$ cat src/rtl/divby_n_detector.sv
// divby_n_detector
// Receive-side monitor for divide-by-N pulse generators. Measures the spacing
// between single-cycle events on pulse_in, reports it as a period, asserts
// locked once the period has repeated LOCK_COUNT times, and flags mismatches
// (err) and missing pulses (timeout). All outputs are registered.

module divby_n_detector #(
  parameter int CNT_W      = 8,
  parameter int LOCK_COUNT = 4
) (
  input  logic             clk,
  input  logic             reset,
  input  logic             en,
  input  logic             pulse_in,
  output logic [CNT_W-1:0] period,
  output logic             per_valid,
  output logic             locked,
  output logic             err,
  output logic             timeout
);

  localparam logic [1:0] ST_IDLE  = 2'd0;
  localparam logic [1:0] ST_ARMED = 2'd1;
  localparam logic [1:0] ST_TRACK = 2'd2;

  // Largest measurable period; the counter stops one short of it so it never wraps.
  localparam logic [CNT_W-1:0] PMAX    = '1;
  localparam logic [CNT_W-1:0] PMAX_M1 = PMAX - CNT_W'(1);
  localparam logic [3:0]       LOCK_MAX = 4'(LOCK_COUNT);

  logic [1:0]       state_q, state_d;
  logic [CNT_W-1:0] cnt_q, cnt_d;
  logic [3:0]       match_q, match_d;
  logic [CNT_W-1:0] period_q, period_d;
  logic             per_valid_q, per_valid_d;
  logic             locked_q, locked_d;
  logic             err_q, err_d;
  logic             timeout_q, timeout_d;

  logic [CNT_W-1:0] meas;
  logic             at_timeout;
  logic [3:0]       match_inc;

  // Measured interval, timeout detection and the saturating match count.
  always_comb begin
    meas       = cnt_q + CNT_W'(1);
    at_timeout = (cnt_q == PMAX_M1) && !pulse_in;
    if (match_q >= LOCK_MAX) begin
      match_inc = LOCK_MAX;
    end else begin
      match_inc = match_q + 4'd1;
    end
  end

  // Next-state logic: disable wins over everything, then event, then timeout.
  always_comb begin
    state_d     = state_q;
    cnt_d       = cnt_q;
    match_d     = match_q;
    period_d    = period_q;
    locked_d    = locked_q;
    per_valid_d = 1'b0;
    err_d       = 1'b0;
    timeout_d   = 1'b0;

    if (!en) begin
      state_d  = ST_IDLE;
      cnt_d    = '0;
      match_d  = '0;
      locked_d = 1'b0;
    end else begin
      case (state_q)
        ST_IDLE: begin
          cnt_d = '0;
          if (pulse_in) begin
            state_d = ST_ARMED;
          end
        end

        ST_ARMED: begin
          if (pulse_in) begin
            state_d     = ST_TRACK;
            cnt_d       = '0;
            period_d    = meas;
            per_valid_d = 1'b1;
            match_d     = '0;
          end else if (at_timeout) begin
            state_d   = ST_IDLE;
            cnt_d     = '0;
            timeout_d = 1'b1;
          end else begin
            cnt_d = cnt_q + CNT_W'(1);
          end
        end

        ST_TRACK: begin
          if (pulse_in) begin
            cnt_d       = '0;
            per_valid_d = 1'b1;
            if (meas == period_q) begin
              match_d = match_inc;
              if (match_inc == LOCK_MAX) begin
                locked_d = 1'b1;
              end
            end else begin
              err_d    = 1'b1;
              period_d = meas;
              match_d  = '0;
              locked_d = 1'b0;
            end
          end else if (at_timeout) begin
            state_d   = ST_IDLE;
            cnt_d     = '0;
            timeout_d = 1'b1;
            locked_d  = 1'b0;
            match_d   = '0;
          end else begin
            cnt_d = cnt_q + CNT_W'(1);
          end
        end

        default: begin
          state_d  = ST_IDLE;
          cnt_d    = '0;
          match_d  = '0;
          locked_d = 1'b0;
        end
      endcase
    end
  end

  // State and output registers, cleared immediately by reset.
  always_ff @(posedge clk or posedge reset) begin
    if (reset) begin
      state_q     <= ST_IDLE;
      cnt_q       <= '0;
      match_q     <= '0;
      period_q    <= '0;
      per_valid_q <= 1'b0;
      locked_q    <= 1'b0;
      err_q       <= 1'b0;
      timeout_q   <= 1'b0;
    end else begin
      state_q     <= state_d;
      cnt_q       <= cnt_d;
      match_q     <= match_d;
      period_q    <= period_d;
      per_valid_q <= per_valid_d;
      locked_q    <= locked_d;
      err_q       <= err_d;
      timeout_q   <= timeout_d;
    end
  end

  assign period    = period_q;
  assign per_valid = per_valid_q;
  assign locked    = locked_q;
  assign err       = err_q;
  assign timeout   = timeout_q;

endmodule

$ cat config.mk
export PLATFORM = sky130hd
export DESIGN_NAME = divby_n_detector
export DESIGN_NICKNAME = d
export VERILOG_FILES = /design/src/rtl/divby_n_detector.sv
export SDC_FILE = /design/constraint.sdc
export NUM_CORES = 1
export LEC_CHECK = 0
export CORE_MARGIN = 4
export CORE_UTILIZATION = 39
export CTS_CLUSTER_SIZE = 12
export DETAILED_ROUTE_END_ITERATION = 8
export MAX_ROUTING_LAYER = met4
export SETUP_SLACK_MARGIN = 0.3
export SYNTH_ARGS = -nofsm -noshare
export SYNTH_HDL_FRONTEND = slang
export SYNTH_SLANG_ARGS = --single-unit
$ cat constraint.sdc
create_clock -name clk -period 2.7 [get_ports clk]
set_clock_uncertainty 0.05 [all_clocks]
set_input_delay 0.54 -clock clk [delete_from_list [all_inputs] [get_ports clk]]
set_output_delay 0.54 -clock clk [all_outputs]
set_load 0.02 [all_outputs]
# Word-level counts from Yosys, hierarchy flattened

Index checks and enable logic that the tools add are counted.

Logic and storage cells: 74
Register bits: 26
Output and inout bits: 12
Input port bits: 4

Reductions and logical operators: 10
Mux-type cells: 38
$add $sub $neg: 2
Equality and inequality tests: 15
Order comparisons: 1

Operator list:

| kind                                                                  | count |
|---|---|
| 8-bit 2-to-1 mux                                                      | 7 |
| 4-bit 2-to-1 mux                                                      | 6 |
| 1-bit 2-to-1 mux                                                      | 16 |
| 8-bit one-hot mux with 2 select lines                                 | 1 |
| 4-bit one-hot mux with 3 select lines                                 | 1 |
| 2-bit 2-to-1 mux                                                      | 5 |
| 2-bit != test, second input constant                                  | 5 |
| 3-bit != test, second input constant                                  | 3 |
| 8-bit by 1-bit adder with 8-bit output, second input constant         | 1 |
| 8-bit == test                                                         | 1 |
| 8-bit == test, second input constant                                  | 1 |
| 2-bit one-hot mux with 3 select lines                                 | 1 |
| 3-bit AND reduction                                                   | 2 |
| 5-bit != test, second input constant                                  | 1 |
| 5-bit AND reduction                                                   | 1 |
| 4-bit by 1-bit adder with 4-bit output, second input constant         | 1 |
| 4-bit by 3-bit == test with 1-bit output, second input constant       | 1 |
| 4-bit by 3-bit >= comparator with 1-bit output, second input constant | 1 |
| 4-bit != test, second input constant                                  | 1 |
| 2-bit OR reduction                                                    | 2 |
| 2-bit by 1-bit == test with 1-bit output, second input constant       | 1 |
| 2-bit == test, second input constant                                  | 1 |
| 2-bit logical NOT                                                     | 1 |
| 1-bit one-hot mux with 2 select lines                                 | 1 |
| 4 further kinds                                                       | 4 |

# Depth between registers and ports, before layout

Gate-level depths: netlist of the first run.

Depth in word-level cells: 8
Mapped depth: 10
Mapped depth without buffers: 9

# Least setup slack after synthesis of the first run

Ideal clock, no wire load.

Path kind: register to register
Start point: register cnt_q[0]
End point: register period_q[0] (netlist: period[0])
Data required time: 2.525 ns
Stages on the path, launching flop included: 9
Period minus slack after synthesis: 2.114 ns
Buffers on the path: 0
Slack: 0.586 ns
Arrival: 1.939 ns
Setup time: 0.125 ns
Path through: dfrtp_1 > ha_1 > nand3_1 > nor2_1 > xnor2_1 > and4_1 > o211a_2 > o21ai_4 > mux2_4

Longest elaborated chain between the ends: 4
Elaborated cells between the ends (all ways): 8
Classes of those cells: add/sub (1); eq/ne (2); mux (4); reduce/logical (1)

Ends and longest elaborated chain:

| what                                                                                          | line | source |
|---|---|---|
| start: declaration                                                                            | 32   | `logic [CNT_W-1:0] cnt_q, cnt_d;` |
| start signal: assignment                                                                      | 145  | `cnt_q <= cnt_d;` |
| 8-bit by 1-bit adder with 8-bit output (*)                                                    | 46   | `meas = cnt_q + CNT_W'(1);` |
| 8-bit == test / 8-bit 2-to-1 mux (equally long branches)                                      | 100  | `if (meas == period_q) begin` |
| 2-bit != test (no line) / 8-bit 2-to-1 mux (equally long branches)                            | --   |  |
| 5-bit AND reduction (no line) / 8-bit one-hot mux with 2 select lines (equally long branches) | --   |  |
| end signal: assignment                                                                        | 147  | `period_q <= period_d;` |
| end: declaration                                                                              | 34   | `logic [CNT_W-1:0] period_q, period_d;` |

Mark *: on every way between the ends. The rest lies on a longest branch, timed or not. The select of a mux whose other input is x is not followed.
A chain may end at the register's enable or synchronous reset.

# Worst setup path after layout of the first run

Start point: register cnt_q[0]
End point: register period_q[0] (netlist: period[0])

Longest elaborated chain between the ends: 4
Elaborated cells between the ends (all ways): 8
Classes of those cells: add/sub (1); eq/ne (2); mux (4); reduce/logical (1)

Ends and longest elaborated chain:

| what                                                                                          | line | source |
|---|---|---|
| 8-bit by 1-bit adder with 8-bit output (*)                                                    | 46   |  |
| named net meas[0]                                                                             | 40   | `logic [CNT_W-1:0] meas;` |
| 8-bit == test / 8-bit 2-to-1 mux (equally long branches)                                      | 100  |  |
| 2-bit != test (no line) / 8-bit 2-to-1 mux (equally long branches)                            | --   |  |
| 5-bit AND reduction (no line) / 8-bit one-hot mux with 2 select lines (equally long branches) | --   |  |

Mark *: on every way through the listed nets, which the timed path passes. The rest lies on a longest branch. The select of a mux whose other input is x is not followed.

==> impl_metrics.tcl, run 1 <==
set metrics [dict create \
    ys_seq_area_share_pct 43.3 \
    clock_latency_ns 0.27 \
    synthSimpleGateAreaFrac_pct 18.7 \
    synthTopCellsByArea "dfrtp_1, ha_1, mux2i_1, xnor2_1, a21oi_1" \
    overflow 0 \
    fin_cells 219 \
    hold_end "match_q[1]" \
    num_rows 22 \
    fp.coreArea_mm2 0.00369 \
    place.gp.congestion 0.845 \
    antenna_found_initial 0 \
    grt_max_degree 27 \
    cp-start-kind "flip-flop" \
    slew_headroom_pct 71.1 \
    cp-end-kind "flip-flop" \
    synthAdderAreaFrac_pct 5.83 \
    pwr-share-seq_pct 41.1 \
    htree_levels 1 \
    worst_ep_required_time_ns 2.82 \
    period_share_pct 83.5 \
    synth_top_area_cell "dfrtp_1" \
    die_area_mm2 0.00491 \
    cts_tree "yes" \
    power.internal_w 0.000769 \
    reg2reg_depth 8 \
    yosysTopAreaCellShare_pct 43.3 \
    synthCells 157 \
    synth_flop_cell "dfrtp_1" \
    wl_per_cell_um 13.3 \
    r2r-end "period[0]" \
    rrSetupSlack_ns 0.44 \
    dpl_cell_area_mm2 0.00168 \
    comb_power_share_pct 29.7 \
    slowest_delay_ns 0.43 \
    start_util_pct 40.7 \
    status "complete, no violations" \
    avgSynthCellArea_um2 9.57 \
    synth_edf_count 0 \
    fin_nets 183 \
    tns_ns 0 \
    power.net_switching_w 0.000334 \
    yosysMostFrequentCell "dfrtp_1" \
    diodes 0 \
    vias 1134 \
    rsz0062_at_grt "no" \
    syn_area_mm2 0.00150 \
    fillers 352 \
    post_cts_buffers 0 \
    path_max_fanout 6 \
    hpwlAfterDp_um 2170 \
    ir_drop_uv 312 \
    synth_top_family_by_area "simple AND/OR/NAND/NOR gates" \
    report.final.setup_viol 0 \
    finalWirelength_um 2920 \
    cts_buffer_depth 2 \
    holdBufCountCts 0 \
    io_pins 16 \
    ant_nets 0 \
    hp-start "match_q[1]" \
    synth_common_cells "dfrtp_1, nor2_1, nand2_1, a21oi_1, inv_1" \
    hp-class "flip-flop to flip-flop" \
    synth_async_sr_flop_share_pct 100 \
    detailedPlace.worstSlack_ns 0.342 \
    maxCapViolations 0 \
    cts_sinks 26 \
    clock-root-buffer "clkbuf_8" \
    reg2reg_from "cnt_q[0]" \
    area_delta_synth_final_pct 17.0 \
    finalCriticalPeriod_ns 2.26 \
    drc 0 \
    cts_buffers 3 \
    drive_above_1_share_pct 9.36 \
    final_area_mm2 0.00176 \
    grt_use_total_pct 13.3 \
    place_inst 215 \
    crit_chain "inv_1, ha_1, xnor2_1, a311oi_1, and4_1, o211a_2, o21ai_4, mux2_4" \
    cpMaxStageDelayCell "dfrtp_2" \
    power_frac_clock_pct 29.2 \
    synth_mux_area_share_pct 6.33 \
    synth_nets 168 \
    total_power_w 0.00110 \
    ys_types 37 \
    io_buffer_count 15 \
    path_class "flip-flop to flip-flop" \
    finalHoldViolCount 0 \
    via_per_inst 5.18 \
    power.leakage_nw 0.735 \
    setup_slack_ns 0.445 \
    fp.dieH_um 70.1 \
    powerDensity_mw_per_mm2 628 \
    ys_seq_elements 26 \
    maxSlewViolCount 0 \
    synth-compound-area-share_pct 13.3 \
    ys_warn_count 0 \
    crit_arrival_ns 2.37 \
    path_clk_slew_ns 0.09 \
    synth_xor_area_share_pct 6.99 \
    drt_iter0_markers 51 \
    switching_share_pct 30.3 \
    grt_pass1_vias 1132 \
    holdPathStages 2 \
    die_w_um 70.1 \
    firstDrtPassIters 4 \
    worst_pin_slew_ns 0.429 \
    grt_pass1_wl_um 5170 \
    fmax_mhz 443 \
]
-- cell type report --
type | count | area, µm² | share of cell area, %
repair buffers | 16 | 158 | 8.97
clock buffers | 3 | 41.3 | 2.35
well taps | 48 | 60.1 | 3.42
multi-input cells | 113 | 771 | 43.8
clock inverters | 1 | 30.0 | 1.71
inverters | 12 | 45.0 | 2.56
flip-flops and latches | 26 | 653 | 37.2
-- state kept, by name, indices dropped and copies added (netlist names) --
name       flops
err            1
state_q        2
per_valid      1
period         8
locked         1
cnt_q          8
timeout        1
match_q        4
-- placed cells by master (no fill, tap or decap), types with 2 or more instances in the layout --
cell / n
clkdlybuf4s50_1: 15
nor3b_1: 2
nand4_1: 3
nor2b_1: 2
nor2_1: 15
dfrtp_1: 24
nand3_1: 4
nand2b_1: 2
a21oi_1: 12
dfrtp_2: 2
mux2i_1: 8
inv_1: 12
o21ai_0: 9
ha_1: 6
clkbuf_8: 3
xnor2_1: 9
o31ai_1: 2
nand2_1: 13
xor2_1: 3
and3_1: 2
a211oi_1: 2
and4_4: 2
o211ai_1: 2
-- critical path, delay by kind of cell, from the launching register on --
family | cells | cell delay [ns]
simple gates | 1 | 0.23
buf+inv | 1 | 0.08
xor+xnor | 1 | 0.19
fa+ha+maj | 1 | 0.33
flops | 1 | 0.43
mux | 1 | 0.33
compound gates | 3 | 0.51
-- per-stage QoR --
stage / util (%) / hold slack, ns
5_1_grt: 47.7 / 0.485
4_1_cts: 47.5 / 0.463
3_3_place_gp: 45.6 / 0.421
2_1_floorplan: - / 0.403
3_5_place_dp: 45.6 / 0.441
6_report: 47.7 / 0.460
-- logic make-up (layout without fill, tap and decap cells) --
family	after synthesis	in the layout
DFF	26	26
AOI/OAI and AO/OA	32	32
buffers and inverters	18	32
xor gates and xnor gates	12	12
adders and majority gates	7	7
muxes	9	9
and+or+nand+nor	53	53
-- layer usage --
metal  up-vias  GRT usage (%)  share of wire [%]  routed length, µm
li1        565              -                  -                  -
met2        22           20.5                 46               1340
met1       538           17.3                 48               1400
met5         -              -                  0                  0
met4         0           5.96                2.7                 80
met3         9           2.01                3.6                104
-- power groups by stage --
stage          logic, W  clock network (W)  registers [W]
2_1_floorplan  0.000209                  0       0.000482
3_3_place_gp   0.000323                  0       0.000458
3_5_place_dp   0.000329                  0       0.000459
4_1_cts        0.000331           0.000328       0.000452
5_1_grt        0.000366           0.000344       0.000459
6_report       0.000328           0.000322       0.000453
-- worst max-delay path by stage --
stage	startpoint	endpoint	slack, ns	depth (start not counted)
finish	cnt_q[0]	period[0]	0.44	8
global route	cnt_q[0]	match_q[0]	0.32	9
CTS	cnt_q[0]	period[0]	0.37	8
detailed placement	pulse_in	state_q[1]	0.34	6
global placement	pulse_in	state_q[1]	0.33	6
floorplan	cnt_q[0]	period[0]	0.59	8
-- what timing repair did --
action	4_1_cts	5_1_grt
endpoints found under the hold margin	0	0
setup endpoints to repair	0	3
gates resized for setup	0	3
Power figures use the tool's default switching activity.
==> inputs of run 2 (changes only) <==
==> constraint.sdc (replaced) <==
create_clock -name clk -period 2.35 [get_ports clk]
set_clock_uncertainty 0.05 [all_clocks]
set_input_delay 0.47 -clock clk [delete_from_list [all_inputs] [get_ports clk]]
set_output_delay 0.47 -clock clk [all_outputs]
set_load 0.02 [all_outputs]
==> run 2 against run 1 <==
  * Sequential power up 16%
  * Sequential share of layout area down 2.9 points
  * Critical path type unchanged
  * Non-clock buffer count up 12
  * Combinational power up 38%
  * Global-route usage up 0.93 points
==> impl_metrics.tcl, run 2 (synthesis gave the netlist of run 1 again) <==
set metrics [dict create \
    reg2reg_depth 8 \
    drt_iter0_markers 62 \
    start_util_pct 40.7 \
    crit_start "cnt_q[0]" \
    rrSetupSlack_ns 0.23 \
    reg2reg_from "cnt_q[0]" \
    fp.coreArea_mm2 0.00369 \
    cts_buffers 3 \
    clock_latency_ns 0.27 \
    maxSlewViolCount 0 \
    powerDensity_mw_per_mm2 662 \
    multi_input_area_um2 837 \
    hold_end "match_q[3]" \
    grt_use_total_pct 14.2 \
    vias 1191 \
    worst_ep_required_time_ns 2.48 \
    fp.dieH_um 70.1 \
    clock-root-buffer "clkbuf_8" \
    place.gp.congestion 0.815 \
    drc 0 \
    cp-start-kind "flip-flop" \
    path_class "flip-flop to flip-flop" \
    tns_ns 0 \
    power.leakage_nw 0.803 \
    htree_levels 1 \
    cts_tree "yes" \
    firstDrtPassIters 4 \
    grt_max_degree 27 \
    finalHoldViolCount 0 \
    grt_pass1_vias 1162 \
    io_pins 16 \
    hp-class "flip-flop to flip-flop" \
    ant_nets 0 \
    status "complete, no violations" \
    rsz0062_at_grt "yes" \
    drive_above_1_share_pct 21.9 \
    total_power_w 0.00127 \
    num_rows 22 \
    io_buffer_count 15 \
    r2r-end "period[2]" \
    finalCriticalPeriod_ns 2.12 \
    finalWirelength_um 3290 \
    slew_headroom_pct 69.9 \
    holdPathStages 1 \
    hpwlAfterDp_um 2220 \
    via_per_inst 5.16 \
    layout_commonest_cell "dfrtp_1" \
    fin_nets 195 \
    cts_buffer_depth 2 \
    path_max_fanout 6 \
    maxCapViolations 0 \
    report.final.setup_viol 0 \
    die_w_um 70.1 \
    holdBufCountCts 0 \
    dpl_cell_area_mm2 0.00173 \
    period_share_pct 90.1 \
    hp-start "match_q[3]" \
    cp-end-kind "flip-flop" \
    worst_pin_slew_ns 0.451 \
    final_area_mm2 0.00191 \
    cts_sinks 26 \
    antenna_found_initial 0 \
    diodes 0 \
    path_clk_slew_ns 0.09 \
    fillers 330 \
    fmax_mhz 472 \
    timing.hold.ws_ns 0.467 \
    crit_arrival_ns 2.25 \
    die_area_mm2 0.00491 \
    grt_pass1_wl_um 5520 \
    final_cell_mix "dfrtp_1, clkdlybuf4s50_1, nor2_1" \
    overflow 0 \
    area_delta_synth_final_pct 27.2 \
    regArea_um2 656 \
    wl_per_cell_um 14.2 \
    ir_drop_uv 588 \
]
run 2: cell types whose count changed in the layout (fill, tap and decap cells not counted), sizes merged:
cell | previous run | this run
buf | 1 | 13
bufinv | 1 | 0
clkbuf | 3 | 4
run 2: critical path: stages (launching register included):
cell and delay (ns):
dfrtp_2 0.45, and4_4 0.26, and4_4 0.24, mux2i_1 0.08
and4_1 0.20, o211a_4 0.15, o21ai_4 0.21, buf_6 0.16
mux2i_2 0.23
run 2: report_power, final:
group | total (W) | leakage, nW | internal [W] | switching [W]
clock | 0.000289 | 0.0288 | 0.000150 | 0.000139
combinational | 0.000453 | 0.425 | 0.000226 | 0.000227
sequential | 0.000525 | 0.350 | 0.000483 | 0.0000423
run 2: metrics by stage:
step / util [%] / worst slack, ns / instances
global placement: 46.9 / 0.176 / 218
floorplan: - / 0.308 / 157
CTS: 50.5 / 0.289 / 229
finish: 51.8 / 0.233 / 231
detailed placement: 46.9 / 0.110 / 218
global route: 51.8 / 0.132 / 231
run 2: cell type report:
cell class,count,share of cell area (%)
well taps,48,3.14
clock buffers,4,2.88
repair buffers,28,13.5
flip-flops and latches,26,34.3
multi-input cells,113,43.8
inverters,12,2.36
run 2: per-layer routing:
| metal | GRT usage (%) | routed length, µm |
|---|---|---|
| met4 | 5.96 | 44 |
| met2 | 22.5 | 1570 |
| met3 | 2.16 | 67 |
| met1 | 18.1 | 1600 |
| met5 | - | 0 |
run 2: how the worst max path moves through the flow:
stage	end	cells after the start
3_3_place_gp	period[0]	7
2_1_floorplan	period[0]	8
3_5_place_dp	match_q[0]	7
5_1_grt	match_q[0]	8
4_1_cts	period[0]	8
6_report	period[2]	8
run 2: repair_timing:
item,CTS,global route
resized for setup,11,9
setup buffers,7,2
endpoints found under the setup margin,10,12
pin swaps,6,9
